[src/rtl/dac_point_scheduler_pkg.sv]
// Shared constants for the galvo DAC point scheduler: SPI word layout,
// FSM state encoding and source priority indices.
package dac_point_scheduler_pkg;

    localparam int unsigned WORD_W = 16;
    localparam int unsigned CODE_W = 12;
    localparam int unsigned CH_BIT = 15;
    localparam logic [2:0]  CFG_BITS = 3'b011;  // buf=0, ga_n=1, shdn_n=1

    localparam logic [2:0] ST_IDLE    = 3'd0;
    localparam logic [2:0] ST_SHIFT_A = 3'd1;
    localparam logic [2:0] ST_GAP     = 3'd2;
    localparam logic [2:0] ST_SHIFT_B = 3'd3;
    localparam logic [2:0] ST_LATCH   = 3'd4;
    localparam logic [2:0] ST_DWELL   = 3'd5;

    localparam int unsigned CAL = 0;
    localparam int unsigned GFX = 1;

    function automatic logic [WORD_W-1:0] make_word(input logic ch,
                                                    input logic [CODE_W-1:0] code);
        logic [WORD_W-1:0] w;
        w = '0;
        w[CH_BIT] = ch;
        w[CH_BIT-1 -: 3] = CFG_BITS;
        w[CODE_W-1:0] = code;
        return w;
    endfunction

endpackage

[src/rtl/dac_spi_shifter.sv]
// Mode-0 SPI word shifter: one 16-bit word per start pulse, MSB first,
// chip select released on the final falling SCLK edge.
module dac_spi_shifter
    import dac_point_scheduler_pkg::*;
#(
    parameter int unsigned SCLK_HALF = 2
) (
    input  logic              clk,
    input  logic              reset_n,
    input  logic              i_start,
    input  logic [WORD_W-1:0] i_word,
    output logic              o_csn,
    output logic              o_sclk,
    output logic              o_mosi,
    output logic              o_done
);

    localparam int unsigned DIV_W = $clog2(SCLK_HALF + 1);
    localparam logic [DIV_W-1:0] DIV_LAST = DIV_W'(SCLK_HALF - 1);

    logic              r_active;
    logic [DIV_W-1:0]  r_div;
    logic [3:0]        r_bit;
    logic [WORD_W-2:0] r_shreg;
    logic              r_csn;
    logic              r_sclk;
    logic              r_mosi;
    logic              r_done;

    always_ff @(posedge clk or negedge reset_n) begin
        if (!reset_n) begin
            r_active <= 1'b0;
            r_div    <= '0;
            r_bit    <= '0;
            r_shreg  <= '0;
            r_csn    <= 1'b1;
            r_sclk   <= 1'b0;
            r_mosi   <= 1'b0;
            r_done   <= 1'b0;
        end else begin
            r_done <= 1'b0;
            if (i_start) begin
                r_active <= 1'b1;
                r_csn    <= 1'b0;
                r_sclk   <= 1'b0;
                r_mosi   <= i_word[WORD_W-1];
                r_shreg  <= i_word[WORD_W-2:0];
                r_div    <= '0;
                r_bit    <= '0;
            end else if (r_active) begin
                if (r_div == DIV_LAST) begin
                    r_div  <= '0;
                    r_sclk <= ~r_sclk;
                    // Falling edge: advance data, or end the frame after bit 0
                    if (r_sclk) begin
                        if (r_bit == 4'd15) begin
                            r_active <= 1'b0;
                            r_csn    <= 1'b1;
                            r_mosi   <= 1'b0;
                            r_done   <= 1'b1;
                        end else begin
                            r_bit   <= r_bit + 4'd1;
                            r_mosi  <= r_shreg[WORD_W-2];
                            r_shreg <= {r_shreg[WORD_W-3:0], 1'b0};
                        end
                    end
                end else begin
                    r_div <= r_div + 1'b1;
                end
            end
        end
    end

    assign o_csn  = r_csn;
    assign o_sclk = r_sclk;
    assign o_mosi = r_mosi;
    assign o_done = r_done;

endmodule

[src/rtl/dac_point_scheduler.sv]
// Arbitrates calibration and renderer points, sends X/Y to the dual DAC,
// latches them with the laser colour and enforces galvo dwell and blanking.
module dac_point_scheduler
    import dac_point_scheduler_pkg::*;
#(
    parameter int unsigned SCLK_HALF     = 2,
    parameter int unsigned DATA_W        = 12,
    parameter int unsigned LATCH_CYCLES  = 4,
    parameter int unsigned DWELL_CYCLES  = 500,
    parameter int unsigned BLANK_TIMEOUT = 50000
) (
    input  logic              clk,
    input  logic              reset_n,
    input  logic              cal_valid,
    input  logic [DATA_W-1:0] cal_x,
    input  logic [DATA_W-1:0] cal_y,
    input  logic [2:0]        cal_rgb,
    output logic              cal_ack,
    input  logic              gfx_valid,
    input  logic [DATA_W-1:0] gfx_x,
    input  logic [DATA_W-1:0] gfx_y,
    input  logic [2:0]        gfx_rgb,
    output logic              gfx_ack,
    output logic              dac_csn,
    output logic              dac_sclk,
    output logic              dac_mosi,
    output logic              dac_latchn,
    output logic [2:0]        laser_rgb,
    output logic              busy,
    output logic              point_done
);

    localparam int unsigned GAP_LEN = 2 * SCLK_HALF;
    localparam int unsigned CNT_MAX_A = (DWELL_CYCLES > LATCH_CYCLES) ? DWELL_CYCLES : LATCH_CYCLES;
    localparam int unsigned CNT_MAX = (CNT_MAX_A > GAP_LEN) ? CNT_MAX_A : GAP_LEN;
    localparam int unsigned CNT_W = $clog2(CNT_MAX + 1);
    localparam int unsigned IDLE_W = $clog2(BLANK_TIMEOUT + 1);

    // The shifter's done pulse already occupies the first high cycle of each gap
    localparam logic [CNT_W-1:0]  GAP_LAST   = CNT_W'(GAP_LEN - 2);
    localparam logic [CNT_W-1:0]  LATCH_LAST = CNT_W'(LATCH_CYCLES - 1);
    localparam logic [CNT_W-1:0]  DWELL_LAST = CNT_W'(DWELL_CYCLES - 1);
    localparam logic [IDLE_W-1:0] BLANK_MAX  = IDLE_W'(BLANK_TIMEOUT);
    localparam logic [IDLE_W-1:0] BLANK_LAST = IDLE_W'(BLANK_TIMEOUT - 1);

    logic [2:0]        r_state;
    logic [CNT_W-1:0]  r_cnt;
    logic              r_tail;
    logic [IDLE_W-1:0] r_idle_cnt;
    logic [DATA_W-1:0] r_y;
    logic [2:0]        r_rgb;
    logic [1:0]        r_ack;
    logic              r_latchn;
    logic [2:0]        r_laser;

    logic              w_grant;
    logic [DATA_W-1:0] w_sel_x;
    logic              w_start;
    logic [WORD_W-1:0] w_word;
    logic              w_done;

    assign w_grant = (r_state == ST_IDLE) && (cal_valid || gfx_valid);
    assign w_sel_x = cal_valid ? cal_x : gfx_x;

    // Word A is built from the live source data so csn can drop in the ack cycle
    always_comb begin
        w_start = 1'b0;
        w_word  = make_word(1'b1, CODE_W'(r_y));
        if (w_grant) begin
            w_start = 1'b1;
            w_word  = make_word(1'b0, CODE_W'(w_sel_x));
        end else if ((r_state == ST_GAP) && (r_cnt == GAP_LAST)) begin
            w_start = 1'b1;
        end
    end

    dac_spi_shifter #(
        .SCLK_HALF (SCLK_HALF)
    ) u_shifter (
        .clk     (clk),
        .reset_n (reset_n),
        .i_start (w_start),
        .i_word  (w_word),
        .o_csn   (dac_csn),
        .o_sclk  (dac_sclk),
        .o_mosi  (dac_mosi),
        .o_done  (w_done)
    );

    always_ff @(posedge clk or negedge reset_n) begin
        if (!reset_n) begin
            r_state    <= ST_IDLE;
            r_cnt      <= '0;
            r_tail     <= 1'b0;
            r_idle_cnt <= '0;
            r_y        <= '0;
            r_rgb      <= '0;
            r_ack      <= '0;
            r_latchn   <= 1'b1;
            r_laser    <= '0;
        end else begin
            r_ack <= '0;
            unique case (r_state)
                ST_IDLE: begin
                    if (w_grant) begin
                        r_ack[cal_valid ? CAL : GFX] <= 1'b1;
                        r_y        <= cal_valid ? cal_y : gfx_y;
                        r_rgb      <= cal_valid ? cal_rgb : gfx_rgb;
                        r_idle_cnt <= '0;
                        r_state    <= ST_SHIFT_A;
                    end else if (r_idle_cnt != BLANK_MAX) begin
                        r_idle_cnt <= r_idle_cnt + 1'b1;
                        if (r_idle_cnt == BLANK_LAST) begin
                            r_laser <= '0;
                        end
                    end
                end
                ST_SHIFT_A: begin
                    if (w_done) begin
                        r_cnt   <= '0;
                        r_state <= ST_GAP;
                    end
                end
                ST_GAP: begin
                    if (r_cnt == GAP_LAST) begin
                        r_cnt   <= '0;
                        r_state <= ST_SHIFT_B;
                    end else begin
                        r_cnt <= r_cnt + 1'b1;
                    end
                end
                ST_SHIFT_B: begin
                    if (w_done) begin
                        r_tail <= 1'b1;
                        r_cnt  <= '0;
                    end else if (r_tail) begin
                        if (r_cnt == GAP_LAST) begin
                            r_tail   <= 1'b0;
                            r_cnt    <= '0;
                            r_latchn <= 1'b0;
                            r_state  <= ST_LATCH;
                        end else begin
                            r_cnt <= r_cnt + 1'b1;
                        end
                    end
                end
                ST_LATCH: begin
                    if (r_cnt == LATCH_LAST) begin
                        r_cnt    <= '0;
                        r_latchn <= 1'b1;
                        r_laser  <= r_rgb;
                        r_state  <= ST_DWELL;
                    end else begin
                        r_cnt <= r_cnt + 1'b1;
                    end
                end
                ST_DWELL: begin
                    if (r_cnt == DWELL_LAST) begin
                        r_cnt   <= '0;
                        r_state <= ST_IDLE;
                    end else begin
                        r_cnt <= r_cnt + 1'b1;
                    end
                end
                default: r_state <= ST_IDLE;
            endcase
        end
    end

    assign cal_ack    = r_ack[CAL];
    assign gfx_ack    = r_ack[GFX];
    assign dac_latchn = r_latchn;
    assign laser_rgb  = r_laser;
    assign busy       = (r_state != ST_IDLE);
    assign point_done = (r_state == ST_DWELL) && (r_cnt == DWELL_LAST);

endmodule
[config.mk]
export PLATFORM = sky130hd
export DESIGN_NAME = dac_point_scheduler
export DESIGN_NICKNAME = d
export VERILOG_FILES = /design/src/rtl/dac_point_scheduler_pkg.sv /design/src/rtl/dac_spi_shifter.sv /design/src/rtl/dac_point_scheduler.sv
export SDC_FILE = /design/constraint.sdc
export NUM_CORES = 1
export LEC_CHECK = 0
export CORE_ASPECT_RATIO = 1.1
export CORE_MARGIN = 2
export CORE_UTILIZATION = 55
export CTS_CLUSTER_DIAMETER = 60
export DETAILED_ROUTE_END_ITERATION = 7
export DONT_BUFFER_PORTS = 1
export HOLD_SLACK_MARGIN = 0.08
export PLACE_DENSITY = 0.72
export SLEW_MARGIN = 10
export SYNTH_ARGS = -nofsm -noshare
export SYNTH_HDL_FRONTEND = slang
export SYNTH_SLANG_ARGS = --single-unit
[constraint.sdc]
create_clock -name clk -period 2.85 [get_ports clk]
set_input_delay 0.4275 -clock clk [delete_from_list [all_inputs] [get_ports clk]]
set_output_delay 0.4275 -clock clk [all_outputs]
set_load 0.005 [all_outputs]
==> run summary <==
The total nets after synthesis came out at 488. The cell with the largest stage delay on the worst path was sky130_fd_sc_hd__or4_1. The number of enable flip-flop cells after synthesis came out at 0. Most common library cell in the layout ignoring fill and taps: sky130_fd_sc_hd__dfrtp_1. The logs give 0.518 mW for the net load switching power and 0 for the number of warnings printed during yosys synthesis. After the first detailed-routing iteration, the DRC count stood at 186. In the final timing run, aggregate negative setup slack is 0 ns.

Post-CTS timing repair inserted 0 buffers for setup. The number of max-cap violations is 0, and the number of I/O port buffers is 0. The floorplan step set the die height to 94.1 um. The most used flip-flop cell after synthesis is sky130_fd_sc_hd__dfrtp_1. The later pin in the worst-skew pair is clocked with a latency of 0.36 ns.

The tools report the fraction of the yosys area taken by sequential cells as 46.9%. The number of design rule violations left after detail routing came out at 2. The worst setup path is launched from a flop.

The logs give 328 uV for the worst IR drop on VDD and 40.2% for the clock network fraction of total power. Cells with a size suffix above 1 make up 7.73% of the layout. Leaving out fill and tap cells, the most frequent cells in the layout are sky130_fd_sc_hd__dfrtp_1, sky130_fd_sc_hd__nand2_1, sky130_fd_sc_hd__nor2_1.

Global routing used 21.5% of the available tracks. sky130_fd_sc_hd__dfrtp_1 takes more of the synthesized area than any other cell. Maximum operating frequency: 419 MHz. The initial antenna violation count was 0. The synthesized netlist devotes 21.5% of its cell area to simple gates. The flow ran to the end, but the final reports show violations. TritonCTS built the clock tree. The analysis attributes to cell leakage a power of 1.92 nW.

Hold timing on the final database bottoms out at a slack of 0.130 ns. The overflow left after global routing came out at 0. Internal power summed over all cells: 1.47 mW. Of the post-synthesis cell area, the part taken by muxes is 9.62%.

Setup repair after global routing left no endpoint under its margin. The number of inserted filler cells in the final layout was 610; the share of the synthesized area in compound gates (AO/OA/AOI/OAI) was 13.9%. The shortest clock period the worst path allows after layout was 2.39 ns. The sequential power share was 55.7%; the xor and xnor fraction of the mapped netlist area was 3.24%. The post-route non-filler standard cell count is 512, and the combinational share of power is 4.0%. The share of the clock period used by the worst path was 83.8%; the cell total after placement was 494.

The final route contains 3059 vias. By area, the combinational part of the netlist is dominated by simple AND/OR/NAND/NOR gates. The register-to-register setup slack was 0.46 ns. The checks that failed: design-rule violations. The tools report the final max-slew violation count as 0. The first detailed-routing pass ran for 6 iterations. The floorplan step defined a die boundary enclosing 8080 um2. After detailed routing, the number of vias per cell comes to 5.97.

The tools report the number of rows in the core area as 32. The number of buffers inserted during clock tree synthesis came out at 9. Width of the chip: 85.9 um. For the pin with the worst max-slew slack, the measured transition is 0.832 ns.

The data arrival time at the worst-slack endpoint was 2.61 ns; the switching part of the total was 26.1%. Synthesis produced 425 cells. After the last flow step, the layout net total stands at 485.

The sequential cells in the finished layout cover a total of 1900 um2. STA classifies the critical path endpoint as a flop. The number of hold-slack violations in the final timing report was 0. For this block, the routed nets add up to 8150 um of wire. The via count of the first global-routing pass is 2877.

The maximum number of pins on one net before global-route repair was 77. Of all flip-flops after synthesis, the portion carrying an async set or reset was 100%. In the final layout, the multi-input gates occupy 2020 um2. Yosys attributes the largest share of cell area to sky130_fd_sc_hd__dfrtp_1, sky130_fd_sc_hd__mux2i_1, sky130_fd_sc_hd__nand2_1. The synthesized netlist occupies a cell area of 4060 um2. On the worst path, the slowest cell contributes a delay of 0.55 ns. Path category of the worst min-delay check: primary input to flop. The number of antenna diodes in the final layout is 0. Power spread over the standard cell area amounts to 458 nW/um2. Once the floorplan was initialized, standard cells occupied 57.2% of the core.

The clock-pin slew on the worst setup and hold paths is 0.09 ns. The tools report the number of unique standard cell types used by synthesis as 57. The worst setup path category is flop to flop. In this run the biggest area consumer among cell types represents 45.7% of the synthesized area. Setup violations remaining at the end of the flow were counted as 0. Compared with the post-synthesis result, the final layout area differs by 6.97%. In this run, synthesis produced a sequential element count of 76.

The half-perimeter wire length of the detailed placement result is 5700 um, and the total number of H-tree levels is 3. Clock skew on the completed layout was measured at 0.0177 ns. The clock net in this run drives a total of 76 sinks.

In this run the tightest slew margin relative to its limit is 44.5%. Of the total synthesized cell area, the portion taken by full adders, half adders and majority gates is 1.54%. In this run the standard cell core region covers 7090 um2.

Traced cell by cell, the critical path runs through inv_1 > ha_1 > or4b_4 > or4_1 > nand2_1 > o21ai_1. The longest clock path from root to sink contains 2 buffers. Average cell area after synthesis: 9.54 um2.

Highest net fanout along the worst path: 14. The logs give 0 for the number of routed nets with antenna violations and 69 for the top-level I/O count. In this run the clock root is driven by a sky130_fd_sc_hd__clkbuf_8. The first global-routing pass estimated 13700 um of wire. The detailed-route wire length per cell was 15.9 um; the required time at the endpoint of the critical path was 3.07 ns. The congestion estimate from routability-driven global placement came to 0.844.
-- timing repair --
| item | 4_1_cts | 5_1_grt |
|---|---|---|
| resized for setup | 0 | 0 |
| endpoints found under the hold margin | 76 | 0 |
| hold buffers | 2 | 0 |
| setup endpoints to repair | 0 | 0 |
-- area by class of cell --
cell class,instances,area share (%)
inverter,9,0.779
tap,85,2.45
timing repair buffer,6,1.85
clock inverter,7,1.61
sequential,76,43.9
multi-input combinational,320,46.6
clock buffer,9,2.85
-- cells in the mapped netlist (3+ instances only) --
master                      instances
sky130_fd_sc_hd__inv_1              9
sky130_fd_sc_hd__nand4_1            7
sky130_fd_sc_hd__clkbuf_1           8
sky130_fd_sc_hd__o21ai_1            5
sky130_fd_sc_hd__a2bb2oi_1          4
sky130_fd_sc_hd__nand2b_1           8
sky130_fd_sc_hd__mux2i_1           39
sky130_fd_sc_hd__o31ai_1            4
sky130_fd_sc_hd__xor2_1            11
sky130_fd_sc_hd__o211ai_1           3
sky130_fd_sc_hd__o21ai_0           29
sky130_fd_sc_hd__buf_2              5
sky130_fd_sc_hd__and4_1             3
sky130_fd_sc_hd__dfrtp_1           74
sky130_fd_sc_hd__a21oi_1           20
sky130_fd_sc_hd__nor2b_1            7
sky130_fd_sc_hd__buf_1              4
sky130_fd_sc_hd__nand2_1           53
sky130_fd_sc_hd__a211o_1            5
sky130_fd_sc_hd__nor2_1            43
sky130_fd_sc_hd__nor3_1            12
sky130_fd_sc_hd__nand3_1           17
sky130_fd_sc_hd__ha_1               5
sky130_fd_sc_hd__and3_1             5
sky130_fd_sc_hd__xnor2_1            4
-- worst paths after layout --
check / start / to / cells past startpoint
worst max-delay path: r_cnt[0] / u_shifter.r_shreg[7] / 6
worst min-delay path: cal_valid / r_ack[1] / 1
worst max register to register: r_cnt[0] / u_shifter.r_shreg[7] / 6
worst min register to register: r_y[2] / r_y[2] / 2
max in group asynchronous: reset_n / dac_latchn / 2
min in group asynchronous: reset_n / u_shifter.o_sclk / 2
-- cell families after synthesis --
logic type,after synthesis
AND/OR/NAND/NOR,173
adder cells (fa/ha/maj),5
flip-flops,76
multiplexers,39
XOR/XNOR,15
buffers and inverters,29
AO/OA/AOI/OAI,88
-- state kept, by name, indices dropped and copies added (netlist names), 2 cells and up --
name	cells
laser_rgb	3
r_ack	2
u_shifter.r_div	2
r_idle_cnt	16
r_rgb	3
u_shifter.r_bit	4
u_shifter.r_shreg	15
r_cnt	9
r_y	12
r_state	3
-- power by group through the flow --
stage                     Combinational (mW)  Clock, mW  Sequential, mW
after floorplan                       0.0552          0            1.12
after global placement                0.0538          0            1.13
after detailed placement              0.0554          0            1.13
after CTS                             0.0827      0.816            1.11
after global routing                  0.0931      0.864            1.11
final                                 0.0802      0.799            1.11
-- metal layers --
metal,global-route usage [%],wire [um],vias to the layer above
met5,0,0,-
met4,5.95,74,0
met3,5.18,337,8
met2,33.4,3830,75
met1,30.1,3910,1466
li1,-,-,1510
-- worst max-delay path, delay by kind of cell, from the launching register on --
family	cells	cell delay, ns
AOI/OAI and AO/OA	1	0.13
adders and majority gates	1	0.16
buffers and inverters	1	0.08
DFF	1	0.43
and+or+nand+nor	3	1.46
-- metrics by stage --
stage / cell area, um2 / utilization [%] / total power, mW / setup WS [ns]
3_5_place_dp: 4110 / 58.0 / 1.18 / 0.462
2_1_floorplan: 4060 / - / 1.18 / 0.743
5_1_grt: 4340 / 61.2 / 2.07 / 0.305
6_report: 4340 / 61.2 / 1.99 / 0.462
4_1_cts: 4340 / 61.2 / 2.01 / 0.460
3_3_place_gp: 4110 / 58.0 / 1.18 / 0.503
Power figures use the tool's default switching activity.
